`config.mk`:
```
export PLATFORM = sky130hd
export DESIGN_NAME = grid_draw_control
export DESIGN_NICKNAME = d
export VERILOG_FILES = /design/src/rtl/grid_draw_control.sv
export SDC_FILE = /design/constraint.sdc
export NUM_CORES = 1
export LEC_CHECK = 0
export ABC_AREA = 1
export CAP_MARGIN = 20
export CORE_UTILIZATION = 45
export CTS_CLUSTER_DIAMETER = 60
export DETAILED_ROUTE_END_ITERATION = 10
export GPL_TIMING_DRIVEN = 1
export HOLD_SLACK_MARGIN = 0.08
export PLACE_DENSITY = 0.78
export SETUP_SLACK_MARGIN = 0.3
export SYNTH_ARGS = -nofsm -noshare
export SYNTH_HDL_FRONTEND = slang
export SYNTH_SLANG_ARGS = --single-unit
```
`constraint.sdc`:
```
create_clock -name clk -period 2 [get_ports clk]
set_clock_uncertainty 0.15 [all_clocks]
set_input_delay 0.2 -clock clk [delete_from_list [all_inputs] [get_ports clk]]
set_output_delay 0.2 -clock clk [all_outputs]
set_load 0.05 [all_outputs]
```
`src/rtl/grid_draw_control.sv`:
```
// grid_draw_control
//   Control FSM for the Life-grid cell painter. It sweeps every cell of the
//   grid row by row and fetches one row word per row from board memory. For
//   each cell it issues the ld_x/ld_y/ld_c/enable strobes so the datapath
//   paints the cell as a 4x4 VGA block. It also drives the VGA plot strobe.
//
//   Parameters
//     COLS : cells per row (<= 64); width of row_data/data
//     ROWS : grid rows (<= 32)
//
//   Ports
//     clk       in   clock, rising edge
//     reset_n   in   asynchronous active-low reset
//     start     in   begin one full-frame redraw (sampled in IDLE only)
//     row_rd    out  1-cycle read strobe for row row_sel
//     row_data  in   row word, valid the cycle after row_rd
//     row_sel   out  current row (memory address / datapath y register)
//     addr      out  current column (datapath addr)
//     data      out  latched row word (datapath data)
//     ld_x/ld_y/ld_c out  datapath x/y/colour loads
//     enable    out  datapath pixel-counter enable
//     plot      out  VGA write enable
//     busy      out  high in every state except IDLE
//     done      out  1-cycle pulse at end of frame
//
//   All outputs are registered. Each strobe is set on the transition into
//   the state that owns it, so it is high exactly for that state's cycles.
module grid_draw_control #(
  parameter int COLS = 40,
  parameter int ROWS = 30
) (
  input  logic            clk,
  input  logic            reset_n,
  input  logic            start,
  output logic            row_rd,
  input  logic [COLS-1:0] row_data,
  output logic [4:0]      row_sel,
  output logic [5:0]      addr,
  output logic [COLS-1:0] data,
  output logic            ld_x,
  output logic            ld_y,
  output logic            ld_c,
  output logic            enable,
  output logic            plot,
  output logic            busy,
  output logic            done
);

  localparam logic [5:0] LAST_COL = 6'(COLS - 1);
  localparam logic [4:0] LAST_ROW = 5'(ROWS - 1);
  localparam logic [4:0] LAST_CNT = 5'd16;

  typedef enum logic [2:0] {
    S_IDLE,
    S_FETCH,
    S_LATCH,
    S_LOAD,
    S_DRAW,
    S_DONE
  } state_t;

  state_t     state;
  logic [4:0] cnt;

  always_ff @(posedge clk or negedge reset_n) begin
    if (!reset_n) begin
      state   <= S_IDLE;
      cnt     <= '0;
      row_sel <= '0;
      addr    <= '0;
      data    <= '0;
      row_rd  <= 1'b0;
      ld_x    <= 1'b0;
      ld_y    <= 1'b0;
      ld_c    <= 1'b0;
      enable  <= 1'b0;
      plot    <= 1'b0;
      busy    <= 1'b0;
      done    <= 1'b0;
    end else begin
      // Single-cycle strobes default low; the transition below raises the
      // ones belonging to the state being entered.
      row_rd <= 1'b0;
      ld_x   <= 1'b0;
      ld_y   <= 1'b0;
      ld_c   <= 1'b0;
      enable <= 1'b0;
      plot   <= 1'b0;
      done   <= 1'b0;

      case (state)
        S_IDLE: begin
          if (start) begin
            state   <= S_FETCH;
            row_sel <= '0;
            addr    <= '0;
            row_rd  <= 1'b1;
            busy    <= 1'b1;
          end
        end

        S_FETCH: begin
          state <= S_LATCH;
        end

        S_LATCH: begin
          // Memory presents the row word during this cycle; it is held for
          // every cell of the row.
          data  <= row_data;
          state <= S_LOAD;
          ld_x  <= 1'b1;
          ld_y  <= 1'b1;
          ld_c  <= 1'b1;
        end

        S_LOAD: begin
          // First DRAW cycle: datapath counter still reads 0 (it was held
          // during LOAD), which repeats offset 0, so plot stays low.
          state  <= S_DRAW;
          cnt    <= '0;
          enable <= 1'b1;
        end

        S_DRAW: begin
          if (cnt == LAST_CNT) begin
            if (addr != LAST_COL) begin
              addr  <= addr + 6'd1;
              state <= S_LOAD;
              ld_x  <= 1'b1;
              ld_y  <= 1'b1;
              ld_c  <= 1'b1;
            end else if (row_sel != LAST_ROW) begin
              addr    <= '0;
              row_sel <= row_sel + 5'd1;
              state   <= S_FETCH;
              row_rd  <= 1'b1;
            end else begin
              state <= S_DONE;
              done  <= 1'b1;
            end
          end else begin
            cnt    <= cnt + 5'd1;
            enable <= 1'b1;
            plot   <= 1'b1;
          end
        end

        S_DONE: begin
          state   <= S_IDLE;
          busy    <= 1'b0;
          row_sel <= '0;
          addr    <= '0;
        end

        default: begin
          state <= S_IDLE;
          busy  <= 1'b0;
        end
      endcase
    end
  end

endmodule
```
==> key figures <==
Cells and area
  • Layout fillers: around 510
  • Multi-input logic area: ~1200 µm²
  • Fin nets: 428
  • Layout area overhead: 44.5%
  • Antenna Cells: 0
  • Layout cells sized above 1: between 20% and 30%
  • Register area: around 1600 µm²
  • Util after Layout: about two thirds

Synthesis
  • Syn Area/Cell: around 11 µm²
  • Syn. warnings: 0
  • Synth Register Bits: 65
  • Mapped cell area: 2930 µm²
  • Synth Net Count: 311
  • Seq/Total Area, Yosys: a little under three fifths
  • Syn Inst Count: about 260
  • Synth cell types: 26

Timing
  • Final period utilization: a little over 80%
  • Final setup viols: 0
  • Final Hold Fails: 0
  • Worst Tran Pin Value: around 0.53 ns
  • Setup TNS: 0 ns
  • RSZ-0062 raised after global routing: true
  • Final min period: around 1.6 ns
  • FMAX: 0.609 GHz
  • Max-Slew Margin vs Limit: approximately 65%
  • Pins Over Slew Limit: 0

CTS
  • Clk sinks: 65
  • H-tree depth: 3
  • TritonCTS clock tree: built
  • Worst-Skew Late Latency: between 0.3 and 0.4 ns
  • Clock Path Buffers: 2
  • Clock Pin Slew Worst Setup and Hold Paths: ~0.070 ns
  • Cts bufs inserted: 9
  • Root buf cell: clkbuf_8

Pwr
  • Final Power: roughly 2.7 mW
  • Max IR drop VDD: around 0.00036 V
  • Cell Pwr Density: 649 nW/µm²
  • Static Leak: between 2 and 2.5 nW

GRT
  • First-pass GRT wire length: around 9900 µm
  • Initial antenna violation count: 0
  • Gr ovfl total: 0
  • Largest net degree at the start of global routing: 41
  • GRT Total Usage: 19.6%
  • Vias in the first global route: about 2100

Worst setup path
  • CP top delay family: buffers and inverters
  • Crit path from: row_sel[2]
  • Critical Path AT: approximately 1.3 ns
  • Setup crit end kind: output pin
  • Critical path fanouts, max: 6
  • Worst-case reg-to-reg path depth: 8
  • CP bufs+invs: 1
  • Slowest-stage cell, CP: clkdlybuf4s15_1
  • Critical path type: register to output pin
  • Critical path, cell by cell: clkdlybuf4s15_1
  • Reg2Reg Launch Point: addr[0]
  • CP Launch Type: register
  • Critical Path RT: between 1.5 and 2 ns
  • Largest incremental delay on the critical path: between 0.5 and 0.6 ns
  • Reg2reg end: row_sel[4]
  • Worst R2R Setup Slack: 0.39 ns

Place
  • Final HPWL DP: between 4000 and 5000 µm
  • RD Place Congestion: ~0.85
  • Buffers on Ports: roughly 100

Floorplanning
  • Starting Density: ~46%
  • Chip Width: roughly 83 µm
  • Die ar.: a little under 7000 µm²
  • Core Region: ~6300 µm²
  • Io pins: 102
  • Die Y-Extent: between 80 and 90 µm
  • Core Rows: 29

Drt
  • DRT Wirelength: roughly 6600 µm
  • Routed Antenna Nets: 0
  • Post-route DRC: 0
  • Via count: between 2000 and 2500
  • DRT Pass-1 Iters: 4
  • Vias/cell: between 4 and 5
  • Initial DRC Count: 115
  • Routed len/inst: between 10 and 15 µm

Min path
  • Hold WC Path Type: input port to async pin

Flow run
  • Max Cap Violations: 0

Status
  • Outcome: finished, final reports clean
-- cells in the final DEF, fill, tap and decap left out, types with 2 or more instances in the layout --
cell             synthesis  routed
a21oi_1                  3       2
buf_12                   0       2
buf_4                    2      10
clkbuf_2                 0       2
clkbuf_8                 0      12
clkdlybuf4s15_1          0       2
clkdlybuf4s50_1          0      41
dfrtp_1                 65      61
dfrtp_2                  0       4
dlygate4sd2_1            0      53
dlygate4sd3_1            0       2
ha_1                     5       5
inv_1                   17      16
inv_2                    1       2
mux2_2                  40      40
nand2_1                 46      39
nand2_2                  4      11
nand2_4                  3       2
nand3_1                 22      22
nor2_1                  21      19
nor2_2                   3       5
nor2_4                   3       3
nor3_1                   3       3
o21ai_0                  9       6
o21ai_1                  0       3
o21bai_1                 2       2
xor2_1                   2       2
-- registers in the layout, indices dropped and copies added (netlist names) --
| signal | flops |
|---|---|
| ld_c | 1 |
| state | 3 |
| addr | 6 |
| row_sel | 5 |
| data | 40 |
| plot | 1 |
| enable | 1 |
| row_rd | 1 |
| cnt | 5 |
| done | 1 |
| busy | 1 |
-- worst max-delay path by stage --
stage,to,slack (ns),cells past startpoint
after global placement,row_sel[4],0.31,7
final,row_sel[2],0.36,1
after detailed placement,row_sel[4],0.27,7
after global routing,addr[2],0.26,11
after floorplan,row_sel[2],0.31,8
after CTS,addr[2],0.31,1
-- cell usage after synthesis --
cell type | instances | area [µm²]
a21oi_1 | 3 | 15.0
a21oi_4 | 1 | 16.3
a31oi_1 | 1 | 6.26
buf_4 | 2 | 15.0
buf_6 | 5 | 56.3
clkinv_2 | 1 | 5.00
dfrtp_1 | 65 | 1630
ha_1 | 5 | 62.6
inv_1 | 17 | 63.8
inv_2 | 1 | 3.75
mux2_2 | 40 | 450
nand2_1 | 46 | 173
nand2_2 | 4 | 25.0
nand2_4 | 3 | 33.8
nand3_1 | 22 | 110
nand3_4 | 1 | 17.5
nand3b_1 | 1 | 7.51
nand4_1 | 1 | 6.26
nor2_1 | 21 | 78.8
nor2_2 | 3 | 18.8
nor2_4 | 3 | 33.8
nor3_1 | 3 | 15.0
nor3b_1 | 1 | 7.51
o21ai_0 | 9 | 45.0
o21bai_1 | 2 | 15.0
xor2_1 | 2 | 17.5
-- what timing repair did --
item | 4_1_cts | 5_1_grt
resized for setup | 59 | 21
buffers inserted | 0 | 6
pin swaps | 0 | 3
hold buffers | 2 | 0
hold endpoints to repair | 65 | 0
endpoints found under the setup margin | 68 | 20
-- metal layers --
layer	wire [µm]	vias to the layer above	share of wire, %	GRT usage (%)
li1	-	1104	-	-
met1	2890	1098	44	24.9
met2	3010	86	46	31.9
met3	599	9	9.1	6.26
met4	80	0	1.2	6.21
met5	0	-	0	0
-- kinds of logic (layout without fill, tap and decap cells) --
logic type	Yosys count	after routing	synth area share [%]
buffers and inverters	26	147	4.92
adder cells (fa/ha/maj)	5	5	2.14
AND/OR/NAND/NOR	109	109	18.0
multiplexers	40	40	15.4
AO/OA/AOI/OAI	16	16	3.34
flip-flops	65	65	55.6
XOR/XNOR	2	2	0.599
-- power breakdown --
part / leakage, nW / switching (mW) / internal [mW]
sequential: 0.770 / 0.0177 / 1.36
clock: 0.0915 / 0.471 / 0.543
combinational: 1.16 / 0.215 / 0.143
-- cell type report --
cell class	instances	area share (%)
Inverter	19	1.98
Multi-Input combinational cell	172	28.1
Sequential cell	65	38.6
Clock inverter	2	0.296
Timing Repair Buffer	113	24.7
Clock buffer	13	4.00
Tap cell	77	2.28
-- through the flow --
| step | instance area, µm² | hold slack (ns) | cells | worst slack [ns] |
|---|---|---|---|---|
| global route | 4230 | 0.325 | 461 | 0.256 |
| finish | 4230 | 0.315 | 461 | 0.359 |
| CTS | 4140 | 0.310 | 455 | 0.310 |
| global placement | 4000 | -0.149 | 438 | 0.309 |
| floorplan | 2930 | -0.246 | 263 | 0.305 |
| detailed placement | 4000 | -0.148 | 438 | 0.274 |
Note: power is estimated with default switching activity, not from simulation.
==> edit, RTL diff (same settings) <==
Reset style: synchronous (`reset_n`), changed in one clocked block. Comments in the files are not updated.
--- a/src/rtl/grid_draw_control.sv
+++ b/src/rtl/grid_draw_control.sv
@@ -62,7 +62,7 @@
   state_t     state;
   logic [4:0] cnt;
 
-  always_ff @(posedge clk or negedge reset_n) begin
+  always_ff @(posedge clk) begin
     if (!reset_n) begin
       state   <= S_IDLE;
       cnt     <= '0;
Function: differs if reset_n is asserted again (counterexample within 4 cycles, from zero or initial values and one cycle with reset_n low); with reset_n held inactive, the same outputs for 10 cycles.
==> edit against the original RTL <==
  * Routed wire length increased by 5.1%
  * Cell area is 4.9% lower
  * Worst setup slack worse by 0.0020 ns
  * Sequential cell count unchanged
  * Final cell count increased by 20%
  * Synthesized cell count grew 38%
  * Fmax decreased by 0.12%
  * Critical path type is now flip-flop to flip-flop
  * Register-to-register slack worse by 0.03 ns
  * Global-route usage is 3.8 points higher
  * Area after synthesis shrank 8.7%
  * Non-clock buffer count is 4 higher
Power is not compared: it rests on default switching activity, and its combinational part moved more than twofold at a synthesized area within 25%.
==> edit: results <==
metrics = {
    "cells_and_area": {
        "inv_count": 20,
        "multi_input_area_share": 0.323,
        "utilization": 0.717,
        "bufAreaShareNonClock": 0.261,
        "layout.area.seq_um2": 1320,
        "layout.nets": 524,
        "fillers": 471,
        "comb.multi_input.count": 263,
        "drive_above_1_share": 0.133,
        "final_cell_count_no_fill": 553,
        "clock_cell_area_share": 0.0470,
        "multi_input_area_um2": 1300,
        "signal_buffers": 117,
    },
    "synth": {
        "synth_cell_types": 28,
        "ys_warn_count": 0,
        "async_flop_share": 0,
        "syn_nets": 412,
        "yosys-top-cells-area": "dfxtp_1, nor2_1, o21ai_0",
        "synth_seq_area_share": 0.487,
        "synth.avg_cell_area_um2": 7.34,
        "ys_top_cells_by_count": "nor2_1, dfxtp_1, o21ai_0",
    },
    "route": {
        "drt-initial-drc-count": 140,
        "wirelength_met1_mm": 3.01,
        "wl_met2_mm": 3.09,
        "wirelength_mm": 6.92,
        "drt-vias-per-instance": 4.89,
        "wl_met3_um": 721,
    },
    "setup_path": {
        "cp-startpoint": "addr[0]$_SDFFE_PN0P_",
        "worstReg2RegEnd": "row_sel[1]$_SDFFE_PN0P_",
        "crit_path_max_incr_delay_ns": 0.38,
        "critical_path.top_delay_family": "simple AND/OR/NAND/NOR gates",
        "crit_fanout": 7,
        "crit_arrival_ns": 1.75,
        "reg2reg_depth": 9,
        "crit_slowest_cell": "dfxtp_4",
        "crit_type": "flip-flop to flip-flop",
    },
    "global_routing": {
        "grt_max_degree": 42,
        "grtUsageMet3": 0.116,
        "grt_pass1_vias": 2519,
        "gr-usage-met1": 0.282,
        "grt_pass1_wl_mm": 11.4,
        "grtUsageTotal": 0.234,
        "antenna_found_initial": 0,
        "met2_usage": 0.358,
    },
    "power": {
        "p_switching_mw": 1.62,
        "cellPowerDensity_nw_per_um2": 1030,
        "irDropWorstVdd_mv": 0.635,
    },
    "placed_design": {
        "dp.cells": 525,
        "place.gp.congestion": 0.837,
        "dp_slack_ns": 0.271,
        "place_hpwl_mm": 4.56,
        "place_area_um2": 3760,
    },
    "timing": {
        "finalCritPeriodShare": 0.822,
        "slew_headroom": 0.651,
        "whs_ns": 0.289,
    },
    "worst_hold_path": {
        "hold_path.class": "input port to flip-flop",
    },
    "outcome": {
        "outcome": "finished clean",
    },
    "clock_tree": {
        "cts_sinks": 65,
    },
}
==> edit: changes by cell type in the layout (fill, tap and decap cells not counted), moves of 40 or more <==
| cell | before | now |
|---|---|---|
| dfrtp_1 | 61 | 0 |
| o21ai_0 | 6 | 46 |
| nor2_1 | 19 | 111 |
| mux2_2 | 40 | 0 |
| dfxtp_1 | 0 | 56 |
==> edit: cells by family (layout without fill, tap and decap cells) <==
family | after synthesis | in the layout | synth area share
AND/OR/NAND/NOR | 192 | 194 | 0.304
buffers and inverters | 38 | 153 | 0.0562
XOR/XNOR | 3 | 3 | 0.00984
flip-flops | 65 | 65 | 0.487
adder cells (fa/ha/maj) | 5 | 5 | 0.0234
AO/OA/AOI/OAI | 61 | 61 | 0.119
==> edit: timing repair <==
| item | in CTS | in global routing |
|---|---|---|
| setup endpoints to repair | 69 | 21 |
| pin swaps | 1 | 8 |
| resized for setup | 61 | 20 |
| cloned | 0 | 2 |
| setup buffers | 0 | 10 |
